**config.mk**
```make
export PLATFORM = sky130hd
export DESIGN_NAME = bist_sequencer
export DESIGN_NICKNAME = d
export VERILOG_FILES = /design/src/rtl/bist_sequencer.sv
export SDC_FILE = /design/constraint.sdc
export NUM_CORES = 1
export LEC_CHECK = 0
export BUFFER_PORTS_ARGS = -buffer_cell sky130_fd_sc_hd__clkbuf_2
export CORE_ASPECT_RATIO = 1.4
export CORE_MARGIN = 2
export CORE_UTILIZATION = 55
export DETAILED_ROUTE_END_ITERATION = 12
export PLACE_DENSITY = 0.83
export SLEW_MARGIN = 25
export SYNTH_ARGS = -nofsm -noshare
export SYNTH_HDL_FRONTEND = slang
export SYNTH_SLANG_ARGS = --single-unit
export TNS_END_PERCENT = 100
```
**constraint.sdc**
```tcl
create_clock -name clk -period 2.3 [get_ports clk]
set_input_delay 0.23 -clock clk [delete_from_list [all_inputs] [get_ports clk]]
set_output_delay 0.23 -clock clk [all_outputs]
set_load 0.01 [all_outputs]
```
**src/rtl/bist_sequencer.sv**
```systemverilog
// Self-test stimulus sequencer: walks an 8-bit vector through all 256 values,
// holding each for HOLD cycles, and folds the unit response into a 16-bit MISR.
module bist_sequencer #(
  parameter int unsigned HOLD = 4,
  parameter logic [15:0] SEED = 16'hFFFF
) (
  input  logic        clk,
  input  logic        rst,
  input  logic        start,
  input  logic [7:0]  resp,
  output logic        a,
  output logic        b,
  output logic        s,
  output logic [2:0]  c,
  output logic [1:0]  d,
  output logic        sample,
  output logic        busy,
  output logic        done,
  output logic [15:0] signature
);

  localparam int HCNT_W = ($clog2(HOLD + 1) < 1) ? 1 : $clog2(HOLD + 1);
  localparam logic [HCNT_W-1:0] HLAST = HCNT_W'(HOLD - 1);

  typedef enum logic [1:0] {
    IDLE = 2'd0,
    RUN  = 2'd1,
    DONE = 2'd2
  } state_t;

  state_t              state, state_nx;
  logic [7:0]          vec, vec_nx;
  logic [HCNT_W-1:0]   hcnt, hcnt_nx;
  logic [15:0]         sig, sig_nx;
  logic                last_hold;

  // CRC-CCITT style shift with the response XORed into the low byte.
  function automatic logic [15:0] misr_next(input logic [15:0] cur, input logic [7:0] din);
    logic [15:0] shifted;
    shifted = {cur[14:0], 1'b0} ^ (cur[15] ? 16'h1021 : 16'h0000);
    return shifted ^ {8'h00, din};
  endfunction

  assign last_hold = (state == RUN) && (hcnt == HLAST);

  always_ff @(posedge clk) begin
    if (rst) begin
      state <= IDLE;
      vec   <= 8'h00;
      hcnt  <= '0;
      sig   <= SEED;
    end else begin
      state <= state_nx;
      vec   <= vec_nx;
      hcnt  <= hcnt_nx;
      sig   <= sig_nx;
    end
  end

  always_comb begin
    state_nx = state;
    vec_nx   = vec;
    hcnt_nx  = hcnt;
    sig_nx   = sig;
    case (state)
      IDLE, DONE: begin
        if (start) begin
          state_nx = RUN;
          vec_nx   = 8'h00;
          hcnt_nx  = '0;
          sig_nx   = SEED;
        end
      end
      RUN: begin
        if (last_hold) begin
          hcnt_nx = '0;
          sig_nx  = misr_next(sig, resp);
          if (vec == 8'hFF) begin
            // Park the vector at zero so the units see quiet inputs in DONE.
            state_nx = DONE;
            vec_nx   = 8'h00;
          end else begin
            vec_nx = vec + 8'd1;
          end
        end else begin
          hcnt_nx = hcnt + HCNT_W'(1);
        end
      end
      default: state_nx = IDLE;
    endcase
  end

  assign a         = vec[0];
  assign b         = vec[1];
  assign s         = vec[2];
  assign c         = vec[5:3];
  assign d         = vec[7:6];
  assign sample    = last_hold;
  assign busy      = (state == RUN);
  assign done      = (state == DONE);
  assign signature = sig;

endmodule

```
Word-level counts from Yosys, hierarchy flattened
Cells that the tools add are included.
Word-level totals
  bits in registers: 29
  logic and storage cells: 37
  input bits: 11
  output and inout port bits: 27
Operators by class
  muxes and demuxes: 15
  reduce and logical (&&, ||, !) cells: 7
  add/sub/neg operators: 2
  eq/ne operators: 7
  bitwise logic cells: 2
Operators by type and width (number)
  16-bit 2-to-1 mux: 2
  16-bit one-hot mux with 2 select lines: 1
  8-bit 2-to-1 mux: 3
  8-bit one-hot mux with 2 select lines: 1
  16-bit by 13-bit XOR with 16-bit output: 1
  16-bit by 8-bit XOR with 16-bit output: 1
  13-bit 2-to-1 mux: 1
  8-bit by 1-bit adder with 8-bit output (second input constant): 1
  8-bit equality test (second input constant): 1
  2-bit 2-to-1 mux: 3
  3-bit 2-to-1 mux: 2
  3-bit one-hot mux with 2 select lines: 1
  3-bit AND reduction: 2
  2-bit != test (second input constant): 2
  2-bit one-hot mux with 2 select lines: 1
  3-bit by 1-bit adder with 3-bit output (second input constant): 1
  3-bit by 2-bit equality test with 1-bit output (second input constant): 1
  2-bit by 1-bit equality test with 1-bit output (second input constant): 1
  2-bit equality test (second input constant): 1
  2-bit zero test: 1
  2-bit by 1-bit != test with 1-bit output (second input constant): 1
  2-bit AND reduction: 1
  2-bit nonzero test: 1
  2-bit OR reduction: 1
  1-bit logical AND: 1

Logic depth before layout (Yosys ltp)
Gate-level depths: netlist of run 1.
  depth after elaboration: 5
  gate-level depth with buffers: 10

Least setup slack after synthesis of run 1
OpenSTA, ideal clock, no wires.
  kind: register -> register
  start: register hcnt[0]
  end: register vec[7]
  data arrival time: 1410 ps
  slack: 764 ps
  stages on the path, launching flop included: 10
  cells stage by stage: dfxtp_1 > ha_1 > and2b_2 > nand2_8 > inv_8 > nand2b_4 > buf_8 > buf_8 > nand4_1 > nand3_1
Between the ends
  longest elaborated chain between the ends: 4
RTL lines
  start, declared: line 33  | logic [HCNT_W-1:0] hcnt, hcnt_nx;
  start signal, assigned: line 55  | hcnt <= hcnt_nx;
  3-bit by 2-bit equality test with 1-bit output: line 44  | assign last_hold = (state == RUN) && (hcnt == HLAST);
  1-bit logical AND: line 44
  net sample: line 16  | output logic sample,
  2-bit != test (no line)
  3-bit AND reduction (no line)
  end signal, assigned: line 54  | vec <= vec_nx;
  end, declared: line 32  | logic [7:0] vec, vec_nx;
The timed path passes the listed nets, and every way through them passes these cells.
A chain may end at the register's enable or synchronous reset.

Worst setup path after layout of run 1
  start: register hcnt[0]
  end: output port sample
Between the ends
  longest elaborated chain between the ends: 2
RTL lines (line)
  3-bit by 2-bit equality test with 1-bit output: 44
  1-bit logical AND: 44
  end, declared: 16
Every way passes these cells.

==> results of run 1 <==
-- report_power, final --
| group | internal [mW] | switching [mW] | total (mW) |
|---|---|---|---|
| combinational | 0.0457 | 0.0699 | 0.116 |
| sequential | 0.513 | 0.0119 | 0.525 |
| clock | 0.116 | 0.189 | 0.305 |
-- state kept, by name (all words and copies together) (netlist names) --
register,count
state,2
vec,8
signature,16
hcnt,3
-- through the flow --
stage	instance area, um^2	cells	total power, mW
global placement	1589	219	0.6494
CTS	1640	227	0.9527
global route	1640	227	0.9914
detailed placement	1589	219	0.6532
finish	1640	227	0.9453
floorplan	1421	155	0.6302
-- worst min path at each step --
stage	start	to	slack [ps]	cells after the start
6_report	start	state[1]	230	4
5_1_grt	resp[2]	signature[2]	280	4
2_1_floorplan	rst	signature[15]	360	2
3_3_place_gp	hcnt[2]	hcnt[2]	430	2
3_5_place_dp	hcnt[2]	hcnt[2]	430	2
4_1_cts	start	state[1]	220	4
-- layer usage --
metal  wire length (um)  part of all wire (%)  vias up
met5                  0                     0        -
met1               1238                    43      577
met4                 64                   2.2        0
li1                   -                     -      613
met2               1455                    50       32
met3                135                   4.7        7
-- critical path: stages (launching register included) --
cell,delay [ps]
dfxtp_1,340
ha_1,210
and2b_2,250
nand2_8,110
inv_8,50
clkbuf_2,120
-- synth_stat cells, drive strengths merged --
cell and number:
dfxtp 29, nor2 26, nor3 16, o21bai 14
xor2 13, nand2 8, a21oi 5, buf 5
nand3 4, clkbuf 3, inv 3, nand2b 3
o211ai 3, a22oi 2, and2b 2, and4 2
ha 2, nand4 2, o2111ai 2, o21ai 2
xnor2 2, a2bb2oi 1, a311oi 1, and3 1
nand3b 1, nor2b 1, nor4 1, or3 1
-- cell type report --
class	instances	area [um^2]
clock inverters	2	10.01
repair buffers	38	192.7
inverters	3	26.28
fillers	205	777.0
multi-input cells	115	747.0
clock buffers	6	41.29
well taps	34	42.54
flip-flops and latches	29	580.6
-- cell families after synthesis --
kind of cell             share of synthesized area [%]
buffers and inverters                            6.601
AND/OR/NAND/NOR                                  25.09
adder cells (fa/ha/maj)                          1.760
flip-flops                                       40.85
XOR/XNOR                                         9.243
AO/OA/AOI/OAI                                    16.46
==> results_dict.tcl, run 1 <==
set metrics [dict create \
    post_drt_via_cell_ratio 5.414 \
    dpl.hpwl_um 2073 \
    drt-initial-drc-count 33 \
    drc 0 \
    slew_viol_final 0 \
    ir_worst_vdd_v 0.0003864 \
    synthDistinctLibCells 36 \
    rsz0062_at_grt "no" \
    cts_tree "yes" \
    track_usage_pct 22.75 \
    insertedDiodeCount 0 \
    syn_area_um2 1421 \
    syn-num-nets 168 \
    grt_max_degree 26 \
    avgSynthCellArea_um2 9.170 \
    grtUsageMet2_pct 37.67 \
    synth_warnings 0 \
    r2r_setup_slack_ps 670 \
    yosysSeqAreaShare_pct 40.85 \
    io_buffers 37 \
    crit_type "reg -> out" \
    ys_ff_latch 29 \
    clock-sinks 29 \
    routed_wl_um 2893 \
    end_kind "output port" \
    final_common_cell "clkbuf_2" \
    fin_hold_ws_ps 227.1 \
    die-area_um2 3013 \
    antenna_found_initial 0 \
    post_cts_resized 0 \
    gr-usage-met3_pct 6.780 \
    die_h_um 64.15 \
    yosys.area.top_type "dfxtp_1" \
    dr.pass1.iters 4 \
    power.density_nw_per_um2 576.3 \
    crit_fanout 9 \
    tightest_slew_ps 448.5 \
    timing.fmax_mhz 609.5 \
    nNetsFinal 205 \
    cts_hold_buf 0 \
    cp.arrival_ps 1410 \
    startpoint_type "flop" \
    cts_buffers 5 \
    rr_startpoint "hcnt[0]" \
    clock_skew_ps 6.273 \
    startpoint "hcnt[0]" \
    top_level_ports 38 \
    drv_cap 0 \
    synthTopCellsByArea "dfxtp_1 41%, xor2_1 8.0%, o21bai_1 7.4%, nor2_1 6.6%, nor3_1 5.6%" \
    initial_utilization_pct 58.80 \
    drive_above_1_share_pct 27.46 \
    cp.required_ps 2070 \
    syn_inst 155 \
    grt_busiest_layer "met2" \
    gp_congestion 0.8545 \
    first_global_vias 1172 \
    setup_tns_ps 0 \
    cts_root_buf "clkbuf_4" \
    status "finished, final reports clean" \
    hold_path_class "in -> reg" \
    yosysTopAreaCellShare_pct 40.85 \
    areaGrowthSynthToFinish_pct 15.40 \
    grtUsageMet1_pct 25.44 \
    grt_pass1_wl_um 4974 \
    h-tree-depth 2 \
    dr_total_vias 1229 \
    pre_cts_ws_ps 656.9 \
    fin_crit_sh_pct 71.34 \
    overflow 0 \
    slew_headroom_pct 70.10 \
    rows 21 \
    cts_setup_buffers 0 \
    reg2reg_to "vec[4]" \
    cts_buffer_depth 2 \
    insertion_delay_ps 340 \
    finalWorstSetupSlack_ps 659.3 \
    rr_worst_depth 7 \
    die_x_um 46.97 \
    core_area_um2 2417 \
    endpoint "sample" \
    wl_per_cell_um 12.74 \
    clk_pin_slew_ps 90 \
    hold_viol 0 \
    layout_common_cells "37 x clkbuf_2, 29 x dfxtp_1, 25 x nor2_1, 16 x nor3_1, 14 x o21bai_1" \
    setup_viol 0 \
    final_util_pct 67.86 \
    drtAntennaViolNets 0 \
    period_minus_slack_ps 1641 \
    p_leak_nw 0.7228 \
]
No activity file was read; power rests on OpenSTA's default activity.
==> run 2: changes to the inputs <==
--- a/config.mk
+++ b/config.mk
@@ -8,9 +8,9 @@
 export BUFFER_PORTS_ARGS = -buffer_cell sky130_fd_sc_hd__clkbuf_2
 export CORE_ASPECT_RATIO = 1.4
 export CORE_MARGIN = 2
-export CORE_UTILIZATION = 55
+export CORE_UTILIZATION = 46
 export DETAILED_ROUTE_END_ITERATION = 12
-export PLACE_DENSITY = 0.83
+export PLACE_DENSITY = 0.74
 export SLEW_MARGIN = 25
 export SYNTH_ARGS = -nofsm -noshare
 export SYNTH_HDL_FRONTEND = slang
==> constraint.sdc (replaced) <==
create_clock -name clk -period 1.4 [get_ports clk]
set_input_delay 0.14 -clock clk [delete_from_list [all_inputs] [get_ports clk]]
set_output_delay 0.14 -clock clk [all_outputs]
set_load 0.01 [all_outputs]
==> results_dict.tcl, run 2 (synthesis gave the netlist of run 1 again) <==
set metrics [dict create \
    drt-initial-drc-count 24 \
    top_level_ports 38 \
    final_util_pct 63.58 \
    dpl.hpwl_um 2282 \
    dr.pass1.iters 4 \
    grtUsageMet2_pct 33.62 \
    wl_per_cell_um 13.43 \
    layout_common_cells "36 x clkbuf_2, 27 x dfxtp_1, 25 x nor2_1, 14 x o21bai_1, 13 x xor2_1" \
    die_x_um 50.98 \
    ir_worst_vdd_v 0.0005915 \
    end_kind "output port" \
    slowest_delay_ps 340 \
    overflow 0 \
    finalWorstSetupSlack_ps -95.97 \
    antenna_found_initial 0 \
    final_area_um2 1848 \
    grt_max_degree 19 \
    drtAntennaViolNets 0 \
    cpMostUsedCell "buf_6" \
    nNetsFinal 219 \
    cts_tree "yes" \
    violations "negative setup slack" \
    tightest_slew_ps 328.7 \
    routed_wl_um 3278 \
    h-tree-depth 2 \
    drv_cap 0 \
    drive_above_1_share_pct 35.75 \
    placed_cells 234 \
    die-area_um2 3557 \
    core_area_um2 2907 \
    clk_pin_slew_ps 60 \
    dr_total_vias 1298 \
    fin_cells 244 \
    status "finished with violations" \
    crit_chain "ha_4 > and2b_2 > nand2_8 > inv_8 > buf_6 > buf_6" \
    largest_reg_flops 16 \
    crit_buf_inv 3 \
    critPathTopFamily "flip-flops" \
    insertedDiodeCount 0 \
    first_global_vias 1287 \
    power.density_nw_per_um2 948.5 \
    final_common_cell "clkbuf_2" \
    rows 23 \
    cp.arrival_ps 1360 \
    cts_buffers 5 \
    pre_cts_ws_ps -73.71 \
    cts_root_buf "clkbuf_8" \
    slew_headroom_pct 78.08 \
    cp.required_ps 1260 \
    clock-sinks 29 \
    cts_hold_buf 0 \
    rsz0062_at_grt "yes" \
    track_usage_pct 20.38 \
    drc 0 \
    gp_congestion 0.7906 \
    p_leak_nw 0.8067 \
    insertion_delay_ps 290 \
    gr-usage-met3_pct 6.466 \
    die_h_um 69.77 \
    hold_path_class "in -> reg" \
    fin_crit_sh_pct 106.9 \
    grt_pass1_wl_um 5451 \
    period_minus_slack_ps 1496 \
    cp_slowest_cell "dfxtp_2" \
    startpoint_type "flop" \
    slew_viol_final 0 \
    place_area_um2 1710 \
    areaGrowthSynthToFinish_pct 30.02 \
    grtUsageMet1_pct 22.67 \
    cts_buffer_depth 2 \
    crit_fanout 8 \
    clock_skew_ps 9.545 \
    post_drt_via_cell_ratio 5.320 \
    hold_viol 0 \
    crit_type "reg -> out" \
    setup_viol 19 \
    grt_busiest_layer "met2" \
    initial_utilization_pct 48.90 \
    io_buffers 37 \
    timing.fmax_mhz 668.5 \
]
[run 2: cell types whose count changed in the layout (fill, tap and decap cells not counted), moves of 2 or more]
cell,delta
buf_6,+2
clkbuf_1,+2
clkinv_2,-2
dfxtp_2,+2
dfxtp_1,-2
clkbuf_4,-5
buf_4,+11
nor3_2,+4
clkbuf_8,+5
nor3_1,-4
[run 2: what timing repair did]
item | 4_1_cts | 5_1_grt
cloned | 0 | 1
setup buffers | 1 | 0
pin swaps | 4 | 2
endpoints found under the setup margin | 22 | 24
resized for setup | 3 | 6
[run 2: worst paths after layout]
path                              start      endpoint  slack (ps)  cells after the start
worst max-delay path            hcnt[0]        sample        -100                      6
worst min-delay path              start      state[1]         190                      4
worst max register to register  hcnt[0]  signature[0]         -30                      8
worst min register to register  hcnt[2]       hcnt[2]         430                      2
[run 2: metal layers]
layer / wire, um / vias up
li1: - / 647
met1: 1341 / 607
met2: 1692 / 38
met3: 175 / 6
met4: 68 / 0
met5: 0 / -
[run 2: stage by stage]
step                      hold WS, ps  power (mW)  setup TNS (ps)
after floorplan                 265.1       1.038          -724.9
after global placement          429.1       1.099          -70.58
after detailed placement        423.3       1.106          -390.1
after CTS                       194.2       1.753           -1068
after global routing            237.1       1.836           -2231
final                           189.9       1.753          -365.2
[run 2: power breakdown]
| group | switching [mW] | internal (mW) | total (mW) | leakage [nW] |
|---|---|---|---|---|
| clock network | 0.300 | 0.352 | 0.652 | 0.0395 |
| registers | 0.0159 | 0.845 | 0.861 | 0.236 |
| logic | 0.137 | 0.103 | 0.241 | 0.531 |
| total | 0.453 | 1.30 | 1.75 | 0.807 |
[run 2: final cells by class]
class	count	area [um^2]
Clock buffer	8	80.08
Fill cell	268	1059
Inverter	3	26.28
Multi-Input combinational cell	116	799.5
Sequential cell	29	583.1
Tap cell	37	46.29
Timing Repair Buffer	51	312.8
[run 2: worst min-delay path, stage by stage]
cell,delay (ps)
clkbuf_2,100
inv_1,60
a22oi_2,60
nor2_1,70
